`config.mk`:
```
export PLATFORM = sky130hd
export DESIGN_NAME = shot_launcher
export DESIGN_NICKNAME = d
export VERILOG_FILES = /design/src/rtl/shot_launcher.sv
export SDC_FILE = /design/constraint.sdc
export NUM_CORES = 1
export LEC_CHECK = 0
export BUFFER_PORTS_ARGS = -buffer_cell sky130_fd_sc_hd__buf_2
export CAP_MARGIN = 15
export CORE_ASPECT_RATIO = 0.8
export CORE_MARGIN = 10
export CORE_UTILIZATION = 46
export CTS_CLUSTER_SIZE = 16
export DETAILED_ROUTE_END_ITERATION = 16
export PLACE_DENSITY = 0.75
export REMOVE_ABC_BUFFERS = 1
export SETUP_SLACK_MARGIN = 0.3
export SYNTH_ARGS = -nofsm -noshare
export SYNTH_HDL_FRONTEND = slang
export SYNTH_SLANG_ARGS = --single-unit
```
`constraint.sdc`:
```
create_clock -name clk -period 2 [get_ports clk]
set_input_delay 0 -clock clk [delete_from_list [all_inputs] [get_ports clk]]
set_output_delay 0 -clock clk [all_outputs]
set_load 0.01 [all_outputs]
```
`src/rtl/shot_launcher.sv`:
```
// Shot launcher: turns fire-key presses into a held shootStart, tracks ammo and cooldown,
// and requests flight termination on hit, out-of-bounds or flight timeout.
module shot_launcher #(
  parameter int MAX_AMMO           = 8,
  parameter int COOLDOWN_FRAMES    = 15,
  parameter int ARM_TIMEOUT_FRAMES = 2,
  parameter int FLIGHT_MAX_FRAMES  = 60,
  parameter int X_MAX              = 639,
  parameter int Y_MAX              = 479
) (
  input  logic               clk,
  input  logic               resetN,
  input  logic               startOfFrame,
  input  logic               fireKey,
  input  logic               ammoRefill,
  input  logic               hitDetected,
  input  logic               shootEnable,
  input  logic signed [10:0] shotTopLeftX,
  input  logic signed [10:0] shotTopLeftY,
  output logic               shootStart,
  output logic               shootCollision,
  output logic [3:0]         ammoCount,
  output logic               launcherReady
);

  typedef enum logic [2:0] {IDLE, ARM, FLIGHT, TERM, COOLDOWN} state_t;

  localparam logic [3:0]         AMMO_FULL  = 4'(MAX_AMMO);
  localparam logic [7:0]         COOL_LIM   = 8'(COOLDOWN_FRAMES);
  localparam logic [7:0]         ARM_LIM    = 8'(ARM_TIMEOUT_FRAMES);
  localparam logic [7:0]         FLIGHT_LIM = 8'(FLIGHT_MAX_FRAMES);
  localparam logic signed [10:0] X_LIM      = 11'(X_MAX);
  localparam logic signed [10:0] Y_LIM      = 11'(Y_MAX);

  function automatic logic [7:0] sat_inc(input logic [7:0] v);
    return (v == 8'hFF) ? v : v + 8'd1;
  endfunction

  function automatic logic [3:0] ammo_dec(input logic [3:0] v);
    return (v == 4'd0) ? v : v - 4'd1;
  endfunction

  state_t     state, state_n;
  logic       start_n, coll_n;
  logic [3:0] ammo_n;
  logic [7:0] cnt, cnt_n, cnt_tick;
  logic       fireKey_d;
  logic       fireRise;
  logic       outOfBounds;

  assign fireRise      = fireKey & ~fireKey_d;
  assign launcherReady = (state == IDLE) && (ammoCount != 4'd0);
  assign cnt_tick      = startOfFrame ? sat_inc(cnt) : cnt;

  // Signed compares so that a shot drifting past the top/left edge reads as negative.
  assign outOfBounds = (shotTopLeftX < 11'sd0) || (shotTopLeftX > X_LIM) ||
                       (shotTopLeftY < 11'sd0) || (shotTopLeftY > Y_LIM);

  always_ff @(posedge clk or negedge resetN) begin
    if (!resetN) begin
      state          <= IDLE;
      shootStart     <= 1'b0;
      shootCollision <= 1'b0;
      ammoCount      <= AMMO_FULL;
      cnt            <= 8'd0;
      fireKey_d      <= 1'b0;
    end else begin
      state          <= state_n;
      shootStart     <= start_n;
      shootCollision <= coll_n;
      ammoCount      <= ammo_n;
      cnt            <= cnt_n;
      fireKey_d      <= fireKey;
    end
  end

  always_comb begin
    state_n = state;
    start_n = shootStart;
    coll_n  = shootCollision;
    ammo_n  = ammoCount;
    cnt_n   = cnt;
    case (state)
      IDLE: begin
        if (fireRise && (ammoCount != 4'd0)) begin
          state_n = ARM;
          start_n = 1'b1;
          ammo_n  = ammo_dec(ammoCount);
          cnt_n   = 8'd0;
        end
      end
      ARM: begin
        if (shootEnable) begin
          state_n = FLIGHT;
          cnt_n   = 8'd0;
        end else if (cnt_tick >= ARM_LIM) begin
          state_n = TERM;
          coll_n  = 1'b1;
          cnt_n   = cnt_tick;
        end else begin
          cnt_n = cnt_tick;
        end
      end
      FLIGHT: begin
        cnt_n = cnt_tick;
        // A dropped shootEnable is an external kill; it still passes through TERM.
        if (!shootEnable || hitDetected || outOfBounds || (cnt_tick >= FLIGHT_LIM)) begin
          state_n = TERM;
          coll_n  = 1'b1;
        end
      end
      TERM: begin
        if (!shootEnable) begin
          state_n = COOLDOWN;
          start_n = 1'b0;
          coll_n  = 1'b0;
          cnt_n   = 8'd0;
        end
      end
      COOLDOWN: begin
        cnt_n = cnt_tick;
        if (cnt_tick >= COOL_LIM) state_n = IDLE;
      end
      default: begin
        state_n = IDLE;
        start_n = 1'b0;
        coll_n  = 1'b0;
        cnt_n   = 8'd0;
      end
    endcase
    // Refill overrides any decrement in the same clock.
    if (ammoRefill) ammo_n = AMMO_FULL;
  end

endmodule

```
== Word-level counts from Yosys, hierarchy flattened ==
Index checks and enable logic that the tools add are counted.

* Flip-flop bits (word level): 18
* Bits in latches: 0
* Bits in writable memories: 0
* ROM bits: 0
* Input bits: 29
* Output and inout port bits: 7
* Logic and storage cells: 78
* Memories kept: 0

* $add $sub $neg: 2
* Multiply operators: 0
* Div/mod/pow operators: 0
* $lt $le $gt $ge: 7
* Eq/ne operators: 13
* Shifts and indexed selects: 0
* Mux-type cells: 24
* Bitwise logic cells: 4
* Reductions and logical operators: 22

{| class="wikitable"
|+ Operators with widths
! cell !! count
|-
| 2-to-1 mux 8 bit || 5
|-
| one-hot mux 8 bit (4 select lines) || 1
|-
| < comparator 11 x 1 -> 1 bit, second input constant || 2
|-
| 2-to-1 mux 3 bit || 6
|-
| 2-to-1 mux 4 bit || 4
|-
| one-hot mux 3 bit (5 select lines) || 1
|-
| inequality test 2 bit, second input constant || 6
|-
| greater-than comparator 11 x 10 -> 1 bit, second input constant || 1
|-
| greater-than comparator 11 bit, second input constant || 1
|-
| AND reduction 5 bit || 2
|-
| adder 8 x 1 -> 8 bit, second input constant || 1
|-
| equality test 8 bit, second input constant || 1
|-
| >= comparator 8 x 2 -> 1 bit, second input constant || 1
|-
| >= comparator 8 x 4 -> 1 bit, second input constant || 1
|-
| >= comparator 8 x 6 -> 1 bit, second input constant || 1
|-
| equality test 3 x 2 -> 1 bit, second input constant || 2
|-
| logical OR 1 bit || 6
|-
| AND reduction 3 bit || 2
|-
| 2-to-1 mux 1 bit || 5
|-
| logical NOT 4 bit || 1
|-
| one-hot mux 1 bit (4 select lines) || 1
|-
| nonzero test 2 bit || 2
|-
| nonzero test 4 bit || 1
|-
| OR reduction 2 bit || 2
|-
| 13 further kinds || 16
|}

== Longest topological paths before layout ==
Gate-level depths: netlist of the first run.

* Word-level depth: 8
* Depth in mapped cells: 8
* Depth with buffers taken out: 8

== Worst setup path after synthesis of the first run ==
OpenSTA, ideal clock, no wires.

* Path type: flip-flop to flip-flop
* From: register cnt[0]
* To: register shootCollision
* Setup time: 0.126 ns
* Arrival time: 2.063 ns
* Data required time: 1.874 ns
* Setup slack: -0.189 ns
* Stages on the path, launching flop included: 8
* Path buffers: 1
* Clock period less this slack: 2.189 ns
* Cell sequence: dfrtp_1 ha_1 buf_2 nand3_1 o21ai_1 mux2i_1 or3b_1 a311o_1

* Longest elaborated chain between the ends: 7
* Elaborated cells between the ends (all ways): 10
* Classes of those cells: add/sub: 1; order compare: 2; eq/ne: 3; mux: 2; reduce/logical: 2

{| class="wikitable"
|+ RTL lines
! element !! RTL line !! text
|-
| start: declaration || 46 || <nowiki>logic [7:0] cnt, cnt_n, cnt_tick;</nowiki>
|-
| start signal: assignment || 72 || <nowiki>cnt <= cnt_n;</nowiki>
|-
| adder 8 x 1 -> 8 bit or equality test 8 bit (tied branches) || 36 || <nowiki>return (v == 8'hFF) ? v : v + 8'd1;</nowiki>
|-
| 2-to-1 mux 8 bit || 36 ||
|-
| 2-to-1 mux 8 bit (*) || 53 || <nowiki>assign cnt_tick = startOfFrame ? sat_inc(cnt) : cnt;</nowiki>
|-
| >= comparator 8 x 6 -> 1 bit || 107 || <nowiki>if (!shootEnable || hitDetected || outOfBounds || (cnt_tick >= FLIGHT_LIM)) begin</nowiki>
|-
| logical OR 1 bit || 107 ||
|-
| inequality test 2 bit (no line) || -- ||
|-
| AND reduction 5 bit (no line) (*) || -- ||
|-
| end signal: assignment || 70 || <nowiki>shootCollision <= coll_n;</nowiki>
|-
| end: declaration || 21 || <nowiki>output logic shootCollision,</nowiki>
|}

Every way passes the cells marked *; elsewhere a longest branch is shown, timed or not.
A chain may end at the register's enable or synchronous reset.

== Worst setup path after layout of the first run ==
* From: register cnt[0]
* To: register state[0]

* Longest elaborated chain between the ends: 7
* Elaborated cells between the ends (all ways): 12
* Classes of those cells: add/sub: 1; order compare: 3; eq/ne: 4; mux: 2; reduce/logical: 2

{| class="wikitable"
|+ RTL lines
! element !! RTL line !! text
|-
| adder 8 x 1 -> 8 bit or equality test 8 bit (tied branches) || 36 ||
|-
| 2-to-1 mux 8 bit || 36 ||
|-
| 2-to-1 mux 8 bit (*) || 53 ||
|-
| >= comparator 8 x 6 -> 1 bit || 107 ||
|-
| logical OR 1 bit || 107 ||
|-
| inequality test 2 bit (no line) || -- ||
|-
| AND reduction 5 bit (no line) (*) || -- ||
|-
| end signal: assignment || 68 || <nowiki>state <= state_n;</nowiki>
|-
| end: declaration || 43 || <nowiki>state_t state, state_n;</nowiki>
|}

Marks and branches as above.

==> implementation parameters, run 1 <==
Parameter                              Value

Run
  Max-cap violations ... 0

Critical path
  Critical path's largest stage delay ... 440 ps
  Critical Path Source ... cnt[0]
  Cell-by-cell listing of the critical path ... ha_4 -> buf_6 -> a21o_1 -> a21oi_2 -> a211oi_2 -> buf_4 -> o311ai_4 -> nand2b_1 -> mux2_4
  Startpoint of the most critical register-to-register path ... cnt[0]
  Stages on worst setup path ... 9
  End of the critical path ... state[0]
  Cell count of the worst reg-to-reg path ... 9
  Buffers and inverters on the worst path ... 2
  Data required, critical path ... 2210 ps
  Critical path's slowest cell ... sky130_fd_sc_hd__dfrtp_1
  FF-to-FF setup slack ... -170 ps
  Classification of the worst setup path ... flop to flop
  Maximum fanout along the worst path ... 6
  Startpoint Class ... flop
  Largest delay contributor family on the critical path ... compound AO/OA/AOI/OAI gates
  Endpoint kind of the worst setup timing path ... flop
  Critical Path AT ... 2390 ps
  Endpoint of the worst-slack reg-to-reg timing path ... state[0]

Logic synthesis
  Fraction of synthesis flops using an asynchronous set or reset pin ... 100%
  Post-Synthesis Cell Area ... 1260 um^2
  Most common flop cell mapped by yosys ... sky130_fd_sc_hd__dfrtp_1
  Total number of yosys warnings ... 0
  Synthesized instance count ... 150
  Number of library cell types mapped by synthesis ... 46
  Mean cell area of the mapped netlist ... 8.43 um^2
  Number of synthesized flops with an enable pin ... 0
  Proportion of synthesized chip area in sequential cells ... 35.7%
  Yosys reg bits ... 18

Drt
  Total DRC errors in the routed layout ... 0
  Via count ... 1600
  DR WL/cell ... 20.8 um
  Initial detailed-routing violation count ... 212
  Via density per instance ... 6.30
  Pre-antenna DRT Iters ... 4
  Total wire length after detailed routing ... 5.27 mm
  Post-route antenna net violation count ... 0

Layout
  Number of nets at the end of the flow ... 251
  Final design utilization ... 82.2%
  Register area ... 454 um^2
  Fraction of final layout cells sized beyond drive strength 1 ... 52.3%
  Layout area overhead ... 65.2%
  Non-Filler Instances ... 254
  Highest-count cells in the layout ignoring fill and taps ... 31 x sky130_fd_sc_hd__buf_4, 23 x sky130_fd_sc_hd__buf_2, 15 x sky130_fd_sc_hd__dfrtp_1, 15 x sky130_fd_sc_hd__buf_6, 14 x sky130_fd_sc_hd__nor2_1
  Number of fill cells in the layout ... 143
  Most frequent standard cell in the layout excluding fill and tap cells ... sky130_fd_sc_hd__buf_4
  Antenna Diode Count ... 0
  Cell area after layout ... 2090 um^2
  Area of combinational cells with multiple inputs ... 998 um^2

STA
  Setup ws final ... -174 ps
  Final hold violation count ... 0
  Slew at the pin closest to its max-slew limit ... 496 ps
  Setup repair after global routing missed its margin ... yes
  Peak clock frequency supported by timing ... 460 MHz
  Number of failing setup endpoints in the final timing report ... 4
  Crit share post-route ... 109%
  Post-route setup TNS ... -527 ps
  Final Critical Period ... 2170 ps
  Final-report max-slew violation count ... 0
  Worst max-slew margin expressed relative to the limit ... 66.8%
  Worst Skew ... 11.8 ps

Global route
  Total routing usage reported by global routing ... 17.1%
  Congestion Overflow GR ... 0
  Maximum number of pins on one net before global-route repair ... 19
  Vias in the first global route ... 1466
  Number of antenna violations at the first check in global routing ... 0
  First-pass GRT wire length ... 7.27 mm

Floorplan
  Die W ... 78.6 um
  Top-level I/O count ... 36
  Die height ... 66.9 um
  Total die area ... 5260 um^2
  Initial cell density of the core ... 49.8%
  Number of cell rows ... 16
  Floorplan core area ... 2540 um^2

Run status
  Violated checks ... setup timing
  Result of the run ... finished with violations

Worst hold path
  Hold/Removal Path Class ... primary input to flop
  Number of stages on the worst hold path ... 3
  Hold Startpoint ... shootEnable

CTS
  Total number of H-tree levels ... 1
  CTS Root Buffer Type ... sky130_fd_sc_hd__clkbuf_4
  Total CTS buffers ... 3
  Clock network latency to the later pin of the worst-skew pair ... 310 ps
  Clock slew at reported path FFs ... 120 ps
  CTS tree ... built
  Total number of clock tree sinks ... 18
  Maximum clock path buffer count ... 2

Placement
  Routability congestion estimate ... 0.877
  Area after DPL ... 1550 um^2
  Detailed placement HPWL ... 2.67 mm
  Port Buf Inserts ... 23
  Cell count after placement ... 222

Power and ir drop
  Overall power ... 2.20 mW
  Worst vdd ir ... 696 uV
  Power per cell area ... 1050 nW/um^2
  Reported leakage power ... 0.955 nW
## through the flow
stage / hold slack [ps] / worst slack [ps]
2_1_floorplan: -296 / -199
6_report: 46.8 / -174
4_1_cts: 20.4 / -80.0
3_5_place_dp: -36.3 / -312
3_3_place_gp: -39.7 / -117
5_1_grt: 115 / -232
## tightest hold or removal path: cells and delay by family
kind	cells	cell delay [ps]
AOI/OAI and AO/OA	2	160
buffers and inverters	1	170
## registers in the layout, summed over array words and instances (netlist names)
name / flops
fireKey_d: 1
shootStart: 1
ammoCount: 4
state: 3
shootCollision: 1
cnt: 8
## power breakdown
group	switching [mW]	internal, mW
Sequential	0.0974	0.446
Clock	0.126	0.0779
Combinational	0.748	0.702
Total	0.972	1.23
## cell families (layout without fill, tap and decap cells)
family                     count (synthesis)  count (layout)  share of synthesized area, %
DFF                                       18              18                          35.7
AOI/OAI and AO/OA                         43              43                          22.2
adders and majority gates                  3               3                          2.97
muxes                                      3               3                          2.47
buffers and inverters                     13              81                          4.25
and+or+nand+nor                           65              65                          29.0
xor gates and xnor gates                   5               5                          3.46
## per-layer routing
metal / global-route usage, % / routed length, um
met1: 20.4 / 2050
met3: 4.16 / 447
met5: 0 / 0
met4: 3.57 / 208
met2: 30.5 / 2570
## what timing repair did
action	CTS	global route
endpoints found under the hold margin	23	0
buffers inserted	14	10
cloned	1	0
setup endpoints to repair	16	17
gates resized for setup	51	23
pin swaps	23	16
hold buffers	3	0
## Yosys cell counts (2+ instances only)
cell                       number  area [um^2]
sky130_fd_sc_hd__mux2i_1        2         20.0
sky130_fd_sc_hd__a21oi_1        8         40.0
sky130_fd_sc_hd__nand3_1        5         25.0
sky130_fd_sc_hd__xnor2_1        2         17.5
sky130_fd_sc_hd__o21bai_1       2         15.0
sky130_fd_sc_hd__clkbuf_1       4         15.0
sky130_fd_sc_hd__o22a_1         2         17.5
sky130_fd_sc_hd__o41ai_1        2         17.5
sky130_fd_sc_hd__ha_1           3         37.5
sky130_fd_sc_hd__buf_2          4         20.0
sky130_fd_sc_hd__o21ai_0       12         60.1
sky130_fd_sc_hd__nor3b_1        2         15.0
sky130_fd_sc_hd__nor4_1         2         12.5
sky130_fd_sc_hd__o21ai_1        2         10.0
sky130_fd_sc_hd__nor2b_1        5         31.3
sky130_fd_sc_hd__a31oi_1        3         18.8
sky130_fd_sc_hd__and3_1         2         12.5
sky130_fd_sc_hd__xor2_1         3         26.3
sky130_fd_sc_hd__dfrtp_1       17          425
sky130_fd_sc_hd__a211oi_1       3         22.5
sky130_fd_sc_hd__o31ai_1        2         15.0
sky130_fd_sc_hd__inv_1          5         18.8
sky130_fd_sc_hd__nand2_1       13         48.8
sky130_fd_sc_hd__nor2_1        15         56.3
sky130_fd_sc_hd__nor3_1         4         20.0
sky130_fd_sc_hd__and2_1         3         18.8
sky130_fd_sc_hd__nand4_1        4         25.0
## how the worst min path moves through the flow
stage	endpoint	slack, ps
final	shootStart	50
after global routing	shootStart	120
after CTS	shootStart	20
after detailed placement	shootStart	-40
after global placement	shootStart	-40
after floorplan	ammoCount[0]	-300
## area by class of cell
class	count	share of cell area (%)
multi-input combinational	119	47.8
sequential	18	21.7
inverter	5	0.898
tap	36	2.16
timing repair buffer	72	26.2
clock buffer	4	1.26
Power figures use the tool's default switching activity.
==> run 2: changes to the inputs <==
- TNS_END_PERCENT: unset -> 30
==> implementation parameters, run 2 (synthesis gave the netlist of run 1 again) <==
Parameter                              Value

Run status
  Result of the run ... finished with violations
  Violated checks ... setup timing

Layout
  Number of nets at the end of the flow ... 240
  Cell area after layout ... 1940 um^2
  Registers with the most flip-flops ... cnt (8), ammoCount (4), state (3)
  Flip-flop count of the largest register, all copies and words added ... 8
  Fraction of final layout cells sized beyond drive strength 1 ... 46.4%
  Highest-count cells in the layout ignoring fill and taps ... 30 x sky130_fd_sc_hd__buf_4, 23 x sky130_fd_sc_hd__buf_2, 16 x sky130_fd_sc_hd__dfrtp_1
  Layout area overhead ... 53.6%
  Non-Filler Instances ... 243
  Register bank with the most flops ... cnt
  Antenna Diode Count ... 0
  Final design utilization ... 76.4%
  Most frequent standard cell in the layout excluding fill and tap cells ... sky130_fd_sc_hd__buf_4

Critical path
  Buffers and inverters on the worst path ... 2
  Largest delay contributor family on the critical path ... compound AO/OA/AOI/OAI gates
  Maximum fanout along the worst path ... 6
  Critical path's largest stage delay ... 430 ps
  FF-to-FF setup slack ... -120 ps
  Endpoint kind of the worst setup timing path ... flop
  Startpoint of the most critical register-to-register path ... cnt[0]
  Endpoint of the worst-slack reg-to-reg timing path ... state[0]
  Data required, critical path ... 2210 ps
  Critical Path Source ... cnt[0]
  Startpoint Class ... flop
  Classification of the worst setup path ... flop to flop
  Cell-by-cell listing of the critical path ... ha_4 -> buf_6 -> a21o_1 -> a21oi_2 -> a211oi_2 -> buf_4 -> o311ai_4 -> nand2b_1 -> mux2_4
  Critical path's slowest cell ... sky130_fd_sc_hd__dfrtp_1
  Cell count of the worst reg-to-reg path ... 9
  Critical Path AT ... 2330 ps

Floorplan
  Number of cell rows ... 16
  Floorplan core area ... 2540 um^2
  Top-level I/O count ... 36
  Die W ... 78.6 um
  Die height ... 66.9 um
  Total die area ... 5260 um^2
  Initial cell density of the core ... 49.8%

Power and ir drop
  Overall power ... 1.97 mW
  Power per cell area ... 1010 nW/um^2
  Reported leakage power ... 0.888 nW
  Worst vdd ir ... 667 uV

CTS
  Total CTS buffers ... 3
  Maximum clock path buffer count ... 2
  Clock network latency to the later pin of the worst-skew pair ... 310 ps
  Clock slew at reported path FFs ... 120 ps
  Total number of H-tree levels ... 1
  Total number of clock tree sinks ... 18
  CTS Root Buffer Type ... sky130_fd_sc_hd__clkbuf_4
  CTS tree ... built

Placement
  Detailed placement HPWL ... 2.67 mm
  Routability congestion estimate ... 0.877
  Cell count after placement ... 222
  Area after DPL ... 1550 um^2
  Pre-CTS WS ... -312 ps
  Port Buf Inserts ... 23

Drt
  Initial detailed-routing violation count ... 142
  Total wire length after detailed routing ... 4.44 mm
  Via count ... 1460
  DR WL/cell ... 18.3 um
  Pre-antenna DRT Iters ... 4
  Post-route antenna net violation count ... 0
  Via density per instance ... 6.01
  Total DRC errors in the routed layout ... 0

Worst hold path
  Hold/Removal Path Class ... primary input to flop
  Hold Startpoint ... shootEnable
  Number of stages on the worst hold path ... 3
  Terminating pin of the worst hold path ... shootStart

STA
  Setup repair after global routing missed its margin ... yes
  Final worst hold slack ... 43.4 ps
  Slew at the pin closest to its max-slew limit ... 437 ps
  Final-report max-slew violation count ... 0
  Crit share post-route ... 106%
  Final Critical Period ... 2120 ps
  Worst max-slew margin expressed relative to the limit ... 70.9%
  Post-route setup TNS ... -299 ps
  Final hold violation count ... 0
  Setup ws final ... -124 ps
  Worst Skew ... 19.0 ps
  Number of failing setup endpoints in the final timing report ... 4
  Peak clock frequency supported by timing ... 471 MHz

Global route
  Maximum number of pins on one net before global-route repair ... 19
  Vias in the first global route ... 1405
  Total routing usage reported by global routing ... 15.7%
  Number of antenna violations at the first check in global routing ... 0
  First-pass GRT wire length ... 6.69 mm
  Congestion Overflow GR ... 0

Run
  Max-cap violations ... 0
run 2: timing repair:
item / in CTS / in global routing
endpoints found under the hold margin: 23 / 0
setup endpoints to repair: 16 / 17
buffers inserted: 11 / 3
hold buffers: 3 / 0
pin swaps: 20 / 6
gates resized for setup: 36 / 11
run 2: layout make-up:
class | instances | area [um^2]
Timing Repair Buffer | 61 | 435
Inverter | 5 | 18.8
Multi-Input combinational cell | 119 | 965
Clock buffer | 4 | 26.3
Tap cell | 36 | 45.0
Sequential cell | 18 | 453
Fill cell | 163 | 599
run 2: where the power goes:
part	internal (mW)	switching, mW	leakage [nW]
logic	0.587	0.642	0.639
clock network	0.0778	0.119	0.0150
registers	0.446	0.0954	0.233
total	1.11	0.857	0.888
run 2: worst register-to-register path, cell delays in order (launching register included):
cell and delay (ps):
sky130_fd_sc_hd__dfrtp_1 430, sky130_fd_sc_hd__ha_4 210, sky130_fd_sc_hd__buf_6 120, sky130_fd_sc_hd__a21o_1 170, sky130_fd_sc_hd__a21oi_2 180, sky130_fd_sc_hd__a211oi_2 60, sky130_fd_sc_hd__buf_4 150, sky130_fd_sc_hd__o311ai_4 270
sky130_fd_sc_hd__nand2b_1 140, sky130_fd_sc_hd__mux2_4 310
run 2: worst max-delay path by stage:
| stage | end | slack (ps) | depth (start not counted) |
|---|---|---|---|
| after floorplan | shootCollision | -200 | 6 |
| after global placement | shootCollision | -120 | 8 |
| after detailed placement | state[0] | -310 | 7 |
| after CTS | state[0] | -80 | 9 |
| after global routing | shootCollision | -220 | 8 |
| final | state[0] | -120 | 9 |
run 2: routing by layer:
layer	share of wire [%]	vias up	global-route usage (%)
met1	41	725	18.7
met3	5.7	8	4.16
met2	52	53	26.7
li1	-	674	-
met4	1.4	0	5.36
met5	0	-	0
==> run 3: changes to the inputs <==
- RECOVER_POWER: unset -> 50
==> implementation parameters, run 3 (synthesis gave the netlist of run 1 again) <==
Parameter                              Value

Run status
  Result of the run ... finished with violations
  Violated checks ... setup timing

Layout
  Highest-count cells in the layout ignoring fill and taps ... 30 x sky130_fd_sc_hd__buf_4, 21 x sky130_fd_sc_hd__buf_2, 16 x sky130_fd_sc_hd__dfrtp_1
  Antenna Diode Count ... 0
  Layout area overhead ... 53.4%
  Number of nets at the end of the flow ... 240
  Flip-flop count of the largest register, all copies and words added ... 8
  Register bank with the most flops ... cnt
  Cell area after layout ... 1940 um^2
  Registers with the most flip-flops ... cnt (8), ammoCount (4), state (3)
  Fraction of final layout cells sized beyond drive strength 1 ... 45.4%
  Most frequent standard cell in the layout excluding fill and tap cells ... sky130_fd_sc_hd__buf_4

Power and ir drop
  Power per cell area ... 1020 nW/um^2
  Overall power ... 1.97 mW
  Reported leakage power ... 0.882 nW
  Worst vdd ir ... 666 uV

Placement
  Port Buf Inserts ... 23
  Routability congestion estimate ... 0.877
  Area after DPL ... 1550 um^2
  Detailed placement HPWL ... 2.67 mm

Floorplan
  Die W ... 78.6 um
  Floorplan core area ... 2540 um^2
  Top-level I/O count ... 36
  Initial cell density of the core ... 49.8%
  Total die area ... 5260 um^2
  Number of cell rows ... 16
  Die height ... 66.9 um

Global route
  Vias in the first global route ... 1405
  Total routing usage reported by global routing ... 15.7%
  Congestion Overflow GR ... 0
  Number of antenna violations at the first check in global routing ... 0
  Maximum number of pins on one net before global-route repair ... 19
  First-pass GRT wire length ... 6.69 mm

STA
  Number of failing setup endpoints in the final timing report ... 4
  Final worst hold slack ... 43.9 ps
  Final hold violation count ... 0
  Slew at the pin closest to its max-slew limit ... 1060 ps
  Final Critical Period ... 2130 ps
  Post-route setup TNS ... -314 ps
  Setup repair after global routing missed its margin ... yes
  Crit share post-route ... 106%
  Setup ws final ... -127 ps
  Peak clock frequency supported by timing ... 470 MHz
  Worst max-slew margin expressed relative to the limit ... 29.5%
  Worst Skew ... 19.7 ps
  Final-report max-slew violation count ... 0

Drt
  Pre-antenna DRT Iters ... 4
  Via count ... 1470
  DR WL/cell ... 18.4 um
  Total wire length after detailed routing ... 4.47 mm
  Post-route antenna net violation count ... 0
  Total DRC errors in the routed layout ... 0
  Via density per instance ... 6.05
  Initial detailed-routing violation count ... 145

Critical path
  Endpoint kind of the worst setup timing path ... flop
  Startpoint Class ... flop
  Classification of the worst setup path ... flop to flop
  Data required, critical path ... 2210 ps
  Critical Path AT ... 2340 ps
  Maximum fanout along the worst path ... 6

CTS
  Total number of clock tree sinks ... 18
  Clock slew at reported path FFs ... 120 ps
  CTS Root Buffer Type ... sky130_fd_sc_hd__clkbuf_4
  Total CTS buffers ... 3
  CTS tree ... built
  Clock network latency to the later pin of the worst-skew pair ... 310 ps
  Maximum clock path buffer count ... 2
  Total number of H-tree levels ... 1

Run
  Max-cap violations ... 0

Worst hold path
  Hold/Removal Path Class ... primary input to flop
[run 3: power breakdown]
group          internal, mW  switching (mW)  total [mW]
Clock                0.0778           0.120       0.198
Combinational         0.587           0.647        1.23
Sequential            0.446          0.0952       0.542
[run 3: stage by stage]
stage	util (%)	worst slack, ps	instances
2_1_floorplan	-	-199	142
3_3_place_gp	60.9	-117	222
3_5_place_dp	60.9	-312	222
4_1_cts	72.8	-80.0	240
5_1_grt	76.3	-224	243
6_report	76.3	-127	243
[run 3: per-layer routing]
metal / vias to the layer above / wire, um / global-route usage (%)
met3: 8 / 260 / 4.16
met1: 731 / 1830 / 18.7
met2: 57 / 2310 / 26.7
met5: - / 0 / 0
met4: 0 / 62 / 5.36
li1: 674 / - / -
[run 3: area by class of cell]
cell class	count	area, um^2
sequential	18	453
tap	36	45.0
timing repair buffer	61	433
inverter	5	18.8
clock buffer	4	26.3
fill	165	602
multi-input combinational	119	965
[run 3: worst paths after layout]
kind                       depth (start not counted)  slack (ps)    endpoint   startpoint
max in group asynchronous                          2         860      cnt[2]       resetN
setup / recovery                                   9        -130    state[0]       cnt[0]
setup reg to reg                                   9        -130    state[0]       cnt[0]
min in group asynchronous                          2         410  shootStart       resetN
hold / removal                                     3          40  shootStart  shootEnable
hold reg to reg                                    1         620      cnt[2]       cnt[2]
[run 3: what timing repair did]
action / 4_1_cts / 5_1_grt
endpoints found under the hold margin: 23 / 0
pin swaps: 20 / 6
buffers inserted: 11 / 3
gates resized for setup: 36 / 11
endpoints found under the setup margin: 16 / 17
hold buffers: 3 / 0
[run 3: worst max-delay path, stage by stage (launching register included)]
cell and delay (ps):
sky130_fd_sc_hd__dfrtp_1 430, sky130_fd_sc_hd__ha_4 210, sky130_fd_sc_hd__buf_6 120, sky130_fd_sc_hd__a21o_1 170, sky130_fd_sc_hd__a21oi_2 180, sky130_fd_sc_hd__a211oi_2 60
sky130_fd_sc_hd__buf_4 150, sky130_fd_sc_hd__o311ai_4 270, sky130_fd_sc_hd__nand2b_1 140, sky130_fd_sc_hd__mux2_4 310
